<file path="src/rtl/log_series_pkg.sv">
// Shared definitions for the ln(1+x) series unit: FSM state encoding,
// Q8.8 format constants and the 1/n coefficient ROM contents.
package log_series_pkg;

    localparam int FRAC_BITS = 8;
    localparam logic [15:0] Q88_ONE = 16'h0100;

    // 1/n in Q8.8 for n = 1..8
    localparam logic [15:0] COEF_ROM [1:8] = '{
        16'h0100, 16'h0080, 16'h0055, 16'h0040,
        16'h0033, 16'h002B, 16'h0025, 16'h0020
    };

    typedef enum logic [2:0] {
        ST_IDLE = 3'd0,
        ST_INIT = 3'd1,
        ST_CALC = 3'd2,
        ST_ACC  = 3'd3,
        ST_DONE = 3'd4
    } state_t;

endpackage

</file>
<file path="src/rtl/log_series_unit_q88_mult.sv">
// Combinational Q8.8 multiply: full 32-bit unsigned product, keep bits [23:8].
module q88_mult
    import log_series_pkg::*;
(
    input  logic [15:0] a,
    input  logic [15:0] b,
    output logic [15:0] p
);

    logic [31:0] prod;
    logic        prod_unused;

    assign prod        = 32'(a) * 32'(b);
    assign p           = prod[FRAC_BITS +: 16];
    // Integer overflow bits and sub-LSB fraction bits are discarded by design
    assign prod_unused = ^{prod[31:24], prod[7:0]};

endmodule

</file>
<file path="src/rtl/log_series_unit.sv">
// Sequential Q8.8 ln(1+x) calculator using x - x^2/2 + x^3/3 - ...
// Optional early exit on term < eps is enabled by defining LOG_EARLY_EXIT_EN;
// without it eps is ignored and exactly N_TERMS terms are always evaluated.
module log_series_unit
    import log_series_pkg::*;
#(
    parameter int N_TERMS = 8
) (
    input  logic        clk,
    input  logic        rst_n,
    input  logic        start,
    input  logic [15:0] x_in,
    input  logic [7:0]  eps,
    output logic [15:0] result,
    output logic        done,
    output logic        busy,
    output logic        err
);

    state_t      state_reg;
    logic [15:0] x_reg;
    logic [15:0] pw_reg;
    logic [15:0] ans_reg;
    logic [15:0] term_reg;
    logic [3:0]  n_reg;
    logic        err_flag_reg;
    logic [15:0] result_reg;
    logic        err_reg;
    logic        done_reg;

    logic [15:0] coef;
    logic [15:0] coef_term;
    logic [15:0] pw_next;
    logic [15:0] ans_next;
    logic        exit_now;

`ifdef LOG_EARLY_EXIT_EN
    logic [7:0]  eps_reg;
`else
    logic        eps_unused;
    assign eps_unused = ^eps;
`endif

    // Coefficient ROM lookup for the current term index
    always_comb begin
        coef = '0;
        for (int i = 1; i <= 8; i++) begin
            if (n_reg == i[3:0]) begin
                coef = COEF_ROM[i];
            end
        end
    end

    q88_mult u_mult_coef (.a(pw_reg), .b(coef),  .p(coef_term));
    q88_mult u_mult_pow  (.a(pw_reg), .b(x_reg), .p(pw_next));

    // Alternating accumulate and loop-exit decision for the ACC state
    always_comb begin
        ans_next = n_reg[0] ? (ans_reg + term_reg) : (ans_reg - term_reg);
        exit_now = (n_reg == 4'(N_TERMS));
`ifdef LOG_EARLY_EXIT_EN
        if (term_reg < {8'b0, eps_reg}) begin
            exit_now = 1'b1;
        end
`endif
    end

    // Controller and datapath; outputs are loaded on entry to DONE so that
    // result/err are already valid during the done pulse
    always_ff @(posedge clk or negedge rst_n) begin
        if (!rst_n) begin
            state_reg    <= ST_IDLE;
            x_reg        <= '0;
            pw_reg       <= '0;
            ans_reg      <= '0;
            term_reg     <= '0;
            n_reg        <= '0;
            err_flag_reg <= 1'b0;
            result_reg   <= '0;
            err_reg      <= 1'b0;
            done_reg     <= 1'b0;
`ifdef LOG_EARLY_EXIT_EN
            eps_reg      <= '0;
`endif
        end else begin
            done_reg <= 1'b0;
            case (state_reg)
                ST_IDLE: begin
                    if (start) begin
                        x_reg     <= x_in;
`ifdef LOG_EARLY_EXIT_EN
                        eps_reg   <= eps;
`endif
                        state_reg <= ST_INIT;
                    end
                end
                ST_INIT: begin
                    ans_reg <= '0;
                    if (x_reg >= Q88_ONE) begin
                        err_flag_reg <= 1'b1;
                        result_reg   <= '0;
                        err_reg      <= 1'b1;
                        done_reg     <= 1'b1;
                        state_reg    <= ST_DONE;
                    end else begin
                        pw_reg       <= x_reg;
                        n_reg        <= 4'd1;
                        err_flag_reg <= 1'b0;
                        state_reg    <= ST_CALC;
                    end
                end
                ST_CALC: begin
                    term_reg  <= coef_term;
                    state_reg <= ST_ACC;
                end
                ST_ACC: begin
                    ans_reg <= ans_next;
                    pw_reg  <= pw_next;
                    if (exit_now) begin
                        result_reg <= ans_next;
                        err_reg    <= err_flag_reg;
                        done_reg   <= 1'b1;
                        state_reg  <= ST_DONE;
                    end else begin
                        n_reg     <= n_reg + 4'd1;
                        state_reg <= ST_CALC;
                    end
                end
                ST_DONE: begin
                    state_reg <= ST_IDLE;
                end
                default: begin
                    state_reg <= ST_IDLE;
                end
            endcase
        end
    end

    assign result = result_reg;
    assign err    = err_reg;
    assign done   = done_reg;
    assign busy   = (state_reg != ST_IDLE);

endmodule

</file>
<file path="config.mk">
export PLATFORM = sky130hd
export DESIGN_NAME = log_series_unit
export DESIGN_NICKNAME = d
export VERILOG_FILES = /design/src/rtl/log_series_pkg.sv /design/src/rtl/log_series_unit_q88_mult.sv /design/src/rtl/log_series_unit.sv
export SDC_FILE = /design/constraint.sdc
export NUM_CORES = 1
export LEC_CHECK = 0
export BUFFER_PORTS_ARGS = -buffer_cell sky130_fd_sc_hd__buf_2
export CAP_MARGIN = 25
export CORE_MARGIN = 2
export CORE_UTILIZATION = 45
export DETAILED_ROUTE_END_ITERATION = 8
export PLACE_DENSITY_LB_ADDON = 0.15
export SYNTH_ARGS = -nofsm -noshare
export SYNTH_HDL_FRONTEND = slang
export SYNTH_HIERARCHICAL = 1
export SYNTH_SLANG_ARGS = --single-unit
export TNS_END_PERCENT = 30
</file>
<file path="constraint.sdc">
create_clock -name clk -period 6.4 [get_ports clk]
set_input_delay 0 -clock clk [delete_from_list [all_inputs] [get_ports clk]]
set_output_delay 0 -clock clk [all_outputs]
set_load 0.005 [all_outputs]
</file>
==> impl_metrics.py, run 1 <==
metrics = {
    "outcome": {
        "status": "finished, violations left",
        "violations": "negative setup slack",
    },
    "synthesis": {
        "syn_inst": 2072,
        "synth_edf_count": 0,
        "yosysTopAreaCell": "fa_1",
        "yosys.area.top_type_share_pct": 36.2,
        "synth.avg_cell_area_sq_um": 8.93,
        "synthArstFlopShare_pct": 100,
        "ys_seq_area_share_pct": 12.2,
        "yosysUniqueCellTypes": 76,
        "ys_ff_latch": 90,
        "ys.flop_type": "dfrtp_1",
        "ys_warn_count": 6,
        "synth_area_leaders": "fa_1 (36%), dfrtp_1 (12%), ha_1 (10%)",
        "syn_area_sq_mm": 0.0185,
    },
    "finish": {
        "antenna_cells": 0,
        "layout.nets": 2740,
        "fin_cells": 2760,
        "fin_util_pct": 51.8,
        "layout-drive-gt1-share_pct": 14.5,
        "syn2layout_area_growth_pct": 14.0,
        "post-route-cell-area_sq_mm": 0.0211,
    },
    "drt": {
        "drc": 0,
        "drt_wl_total_um": 45700,
        "via_per_inst": 5.01,
        "ant_nets": 0,
        "drtIter0Drc": 643,
        "routedWlPerCell_um": 16.5,
        "vias": 13800,
        "drt_first_pass_iters": 5,
    },
    "place": {
        "place_inst": 2724,
        "placed_cell_area_sq_mm": 0.0204,
        "dp_hpwl_um": 37600,
        "portBuffers": 37,
        "place.gp.congestion": 0.852,
    },
    "sta": {
        "rsz0062_at_grt": "true",
        "min_period_over_period_pct": 103,
        "fmaxAchievable_mhz": 152,
        "period_needed_ns": 6.59,
        "setup_ws_ns": -0.194,
        "fin_skew_ns": 0.00554,
        "slew_violations": 0,
        "setup_viol": 5,
        "tightestPinTransition_ns": 1.02,
        "hold_viol": 0,
        "relSlewSlack_pct": 31.8,
    },
    "die": {
        "die_w_um": 207,
        "design.core.area_sq_mm": 0.0407,
        "chipHeight_um": 207,
        "io_pins": 46,
        "initial_utilization_pct": 45.4,
        "rows": 74,
        "dieArea_sq_mm": 0.0428,
    },
    "critical_path": {
        "critPathMaxFanout": 8,
        "end_kind": "register",
        "critPathRequiredTime_ns": 6.66,
        "start_kind": "register",
        "r2r_start": "n_reg[0]",
        "ff2ff_setup_slack_ns": -0.19,
        "crit_arrival_ns": 6.86,
        "critical_path_class": "reg2reg",
        "r2r_cells": 26,
        "r2r_end": "term_reg[15]",
    },
    "clocking": {
        "clock-sinks": 90,
        "cts_max_level": 3,
        "cts_buffers": 9,
        "cts_tree": "built",
        "clk_latency_ns": 0.37,
        "cts.clk_slew.worst_paths_ns": 0.07,
        "root_buffer": "clkbuf_16",
        "clockBufferDepth": 2,
    },
    "global_routing": {
        "overflow": 0,
        "grt_pass1_wl_um": 77000,
        "grt_use_total_pct": 23.1,
        "antenna_found_initial": 0,
        "grt_start_max_net_pins": 59,
        "grt_pass1_vias": 14700,
    },
    "pwr": {
        "finalPower_mw": 7.26,
        "p_per_area_mw_per_mm2": 344,
        "vdd_drop_max_mv": 0.265,
        "leakage_nw": 10.6,
    },
    "worst_hold_path": {
        "hp-class": "in2async",
    },
    "job": {
        "drv_cap": 0,
    },
}
cell type report:
| cell class | instances | area, sq um |
|---|---|---|
| clock inverters | 6 | 78.8 |
| inverters | 440 | 1650 |
| clock buffers | 10 | 239 |
| fillers | 3871 | 19600 |
| multi-input cells | 1487 | 14700 |
| well taps | 532 | 666 |
| flip-flops and latches | 90 | 2260 |
| repair buffers | 195 | 1510 |
cells in the final DEF (no fill, tap or decap), drive strengths merged, types with 3 or more instances in the layout:
cell / n
o21bai: 4
buf: 177
o21a: 9
nor4: 4
and2: 201
o21ai: 40
o22ai: 3
or2: 3
and3: 5
o211ai: 5
fa: 335
nand2b: 5
a22o: 7
nor2b: 6
nand4: 7
nor2: 41
clkbuf: 10
o31ai: 9
a211oi: 12
dfrtp: 90
a21oi: 49
conb: 30
or3: 5
xnor2: 57
nor3: 20
dlygate4sd3: 18
o41ai: 3
inv: 445
ha: 155
xor2: 25
a22oi: 8
nand3: 9
a21o: 12
nand2: 354
mux2: 30
worst max path at each step:
stage                        start           end  slack [ns]  depth (start not counted)
after global routing      n_reg[0]  term_reg[15]       -0.50                         28
after global placement    n_reg[1]  term_reg[13]       -0.22                         27
after floorplan           n_reg[1]  term_reg[15]       -0.03                         28
after CTS                 n_reg[0]  term_reg[15]       -0.22                         27
final                     n_reg[0]  term_reg[15]       -0.19                         26
after detailed placement  n_reg[1]  term_reg[15]       -0.31                         29
what timing repair did:
| item | 4_1_cts | 5_1_grt |
|---|---|---|
| pin swaps | 16 | 9 |
| setup buffers | 2 | 0 |
| setup endpoints to repair | 10 | 13 |
| hold buffers | 18 | 0 |
| resized for setup | 21 | 15 |
| gates cloned | 0 | 0 |
| endpoints found under the hold margin | 49 | 0 |
cells in the mapped netlist, types with 3 or more instances:
cell,number
a22oi_1,8
nand2b_1,5
and3_1,3
xor2_1,25
o31ai_1,8
o22ai_1,3
a21oi_2,7
a21oi_1,42
buf_2,4
o21a_1,9
ha_1,155
xnor2_1,56
inv_1,440
nor2b_1,6
nand4_1,7
a211oi_1,9
and2_1,201
nand2_1,354
o21ai_1,5
nand3_1,9
mux2_2,30
nor2_1,40
clkbuf_1,78
fa_1,335
o21ai_0,35
dfrtp_1,90
o21bai_1,4
or3_1,4
nor3_1,20
or2_2,3
nor4_1,3
a21o_1,12
a211oi_2,3
a22o_1,7
o211ai_1,4
metrics by stage:
stage | hold WS, ns | setup slack (ns) | setup TNS [ns]
after floorplan | -0.296 | -0.0293 | -0.0588
after global placement | -0.0381 | -0.216 | -0.941
after detailed placement | -0.0311 | -0.310 | -1.42
after CTS | 0.137 | -0.224 | -0.667
after global routing | 0.199 | -0.495 | -2.82
final | 0.128 | -0.194 | -0.563
where the power goes:
group	internal [mW]	switching [mW]
clock network	0.324	0.270
logic	2.43	3.32
registers	0.676	0.246
total	3.43	3.83
cell families after synthesis:
family,share of synthesized area (%)
other cells,0.0203
buf+inv,10.7
simple gates,17.5
fa+ha+maj,46.7
compound gates,7.09
xor+xnor,3.92
mux,1.88
flops,12.2
routing by layer:
| metal | up-vias | track usage, % | routed length [um] |
|---|---|---|---|
| met4 | 0 | 6.38 | 1110 |
| met2 | 265 | 37.7 | 21700 |
| li1 | 6535 | - | - |
| met1 | 6967 | 33.0 | 21100 |
| met5 | - | 0 | 0 |
| met3 | 53 | 2.35 | 1820 |
critical path: stages, from the launching register on:
cell and delay [ns]:
dfrtp_2 0.47, ha_2 0.20, buf_4 0.17, or3b_4 0.38
a21oi_4 0.20, buf_6 0.14, and2_4 0.14, fa_1 0.39
inv_1 0.08, fa_1 0.42, fa_2 0.54, inv_2 0.04
fa_2 0.33, fa_1 0.54, inv_1 0.06, fa_1 0.52
inv_2 0.05, ha_4 0.25, a21oi_4 0.14, o21ai_2 0.09
o21ai_2 0.17, a31oi_4 0.07, a311o_1 0.32, a31o_2 0.28
a21oi_2 0.14, xnor2_1 0.08, mux2_2 0.26
Note: power is estimated with default switching activity, not from simulation.
==> inputs of run 2 (changes only) <==
--- a/config.mk
+++ b/config.mk
@@ -11,6 +11,7 @@
 export CORE_UTILIZATION = 45
 export DETAILED_ROUTE_END_ITERATION = 8
 export PLACE_DENSITY_LB_ADDON = 0.15
+export SETUP_SLACK_MARGIN = 0.02
 export SYNTH_ARGS = -nofsm -noshare
 export SYNTH_HDL_FRONTEND = slang
 export SYNTH_HIERARCHICAL = 1
==> impl_metrics.py, run 2 (synthesis results as in run 1) <==
metrics = {
    "die": {
        "design.core.area_sq_mm": 0.0407,
        "chipHeight_um": 207,
        "dieArea_sq_mm": 0.0428,
        "die_w_um": 207,
        "rows": 74,
        "io_pins": 46,
        "initial_utilization_pct": 45.4,
    },
    "global_routing": {
        "grt_use_total_pct": 23.4,
        "grt_start_max_net_pins": 59,
        "grt_pass1_vias": 14800,
        "grt_pass1_wl_um": 77900,
        "overflow": 0,
        "antenna_found_initial": 0,
    },
    "drt": {
        "drt_first_pass_iters": 6,
        "vias": 13900,
        "ant_nets": 0,
        "wl_met2_um": 22300,
        "via_per_inst": 4.99,
        "drt_wl_total_um": 45900,
        "met1Wirelength_um": 21400,
        "dr.max_layer_used": "met4",
        "drc": 0,
        "dr_wl_met3_um": 1440,
        "drtIter0Drc": 772,
        "routedWlPerCell_um": 16.5,
    },
    "critical_path": {
        "critical_path_class": "reg2reg",
        "slowest_stage": "fa_1",
        "cp.buffers_inverters": 6,
        "crit_arrival_ns": 6.84,
        "path_delay_family": "adder cells",
        "crit_path_max_incr_delay_ns": 0.56,
        "critPathRequiredTime_ns": 6.65,
        "end_kind": "register",
        "start_kind": "register",
        "critPathMaxFanout": 5,
    },
    "sta": {
        "setup_ws_ns": -0.190,
        "slew_violations": 0,
        "fmaxAchievable_mhz": 152,
        "period_needed_ns": 6.59,
        "tns_ns": -0.543,
        "hold_viol": 0,
        "tightestPinTransition_ns": 0.790,
        "min_period_over_period_pct": 103,
        "rsz0062_at_grt": "true",
        "fin_skew_ns": 0.0145,
        "setup_viol": 5,
        "hold-worst-slack_ns": 0.135,
        "relSlewSlack_pct": 47.4,
    },
    "place": {
        "place.gp.congestion": 0.855,
        "portBuffers": 37,
        "dp_hpwl_um": 37400,
        "placed_cell_area_sq_mm": 0.0204,
    },
    "clocking": {
        "cts.clk_slew.worst_paths_ns": 0.07,
        "clockBufferDepth": 2,
        "cts_max_level": 3,
        "clock-sinks": 90,
        "root_buffer": "clkbuf_16",
        "clk_latency_ns": 0.37,
        "cts_buffers": 9,
        "cts_tree": "built",
    },
    "pwr": {
        "leakage_nw": 10.8,
        "vdd_drop_max_mv": 0.219,
        "p_per_area_mw_per_mm2": 340,
    },
    "outcome": {
        "violations": "negative setup slack",
        "status": "finished, violations left",
    },
    "finish": {
        "post-route-cell-area_sq_mm": 0.0214,
        "layout_commonest_cell": "inv_1",
        "antenna_cells": 0,
        "layout.nets": 2758,
        "layout-drive-gt1-share_pct": 16.2,
        "syn2layout_area_growth_pct": 15.4,
        "layout_common_cells": "inv_1 (425), nand2_1 (348), fa_1 (325), and2_1 (191), buf_4 (145)",
    },
    "job": {
        "drv_cap": 0,
    },
    "worst_hold_path": {
        "hp-class": "in2async",
    },
}
run 2: final timing paths:
kind / from / to / slack [ns] / cells past startpoint
max reg2reg: n_reg[1] / term_reg[15] / -0.19 / 26
min in group clk: x_in[9] / x_reg[9] / 0.40 / 3
min reg2reg: result[1] / result[1] / 0.48 / 2
max in group asynchronous: rst_n / pw_reg[4] / 5.05 / 3
min: rst_n / ans_reg[2] / 0.13 / 2
max: n_reg[1] / term_reg[15] / -0.19 / 26
run 2: through the flow:
step / utilization (%) / total power [mW] / cells / setup WS (ns)
global route: 52.4 / 8.10 / 2777 / -0.484
floorplan: - / 4.71 / 2101 / -0.0293
finish: 52.4 / 7.26 / 2777 / -0.190
global placement: 50.2 / 6.41 / 2725 / -0.232
detailed placement: 50.2 / 6.48 / 2725 / -0.365
CTS: 51.9 / 7.19 / 2769 / -0.199
run 2: routing by layer:
layer  vias to the layer above  track usage [%]
met1                      7064             33.1
met4                         0             5.17
met2                       217             39.1
met3                        28             2.28
met5                         -                0
li1                       6554                -
run 2: power breakdown:
part           switching [mW]  internal (mW)  total (mW)  leakage, nW
registers               0.289          0.676       0.965         1.19
logic                    3.30           2.47        5.77         9.48
clock network           0.253          0.266       0.520        0.137
total                    3.85           3.41        7.26         10.8
run 2: final cells by class:
type | instances | area (sq um)
inverter | 440 | 1650
sequential | 90 | 2260
timing repair buffer | 213 | 1660
clock buffer | 9 | 225
tap | 532 | 666
fill | 3828 | 19400
multi-input combinational | 1487 | 14800
clock inverter | 6 | 48.8
run 2: timing repair:
| action | in CTS | in global routing |
|---|---|---|
| setup endpoints to repair | 10 | 21 |
| pin swaps | 19 | 10 |
| hold buffers | 18 | 0 |
| resized for setup | 40 | 39 |
| setup buffers | 11 | 7 |
| hold endpoints to repair | 49 | 0 |
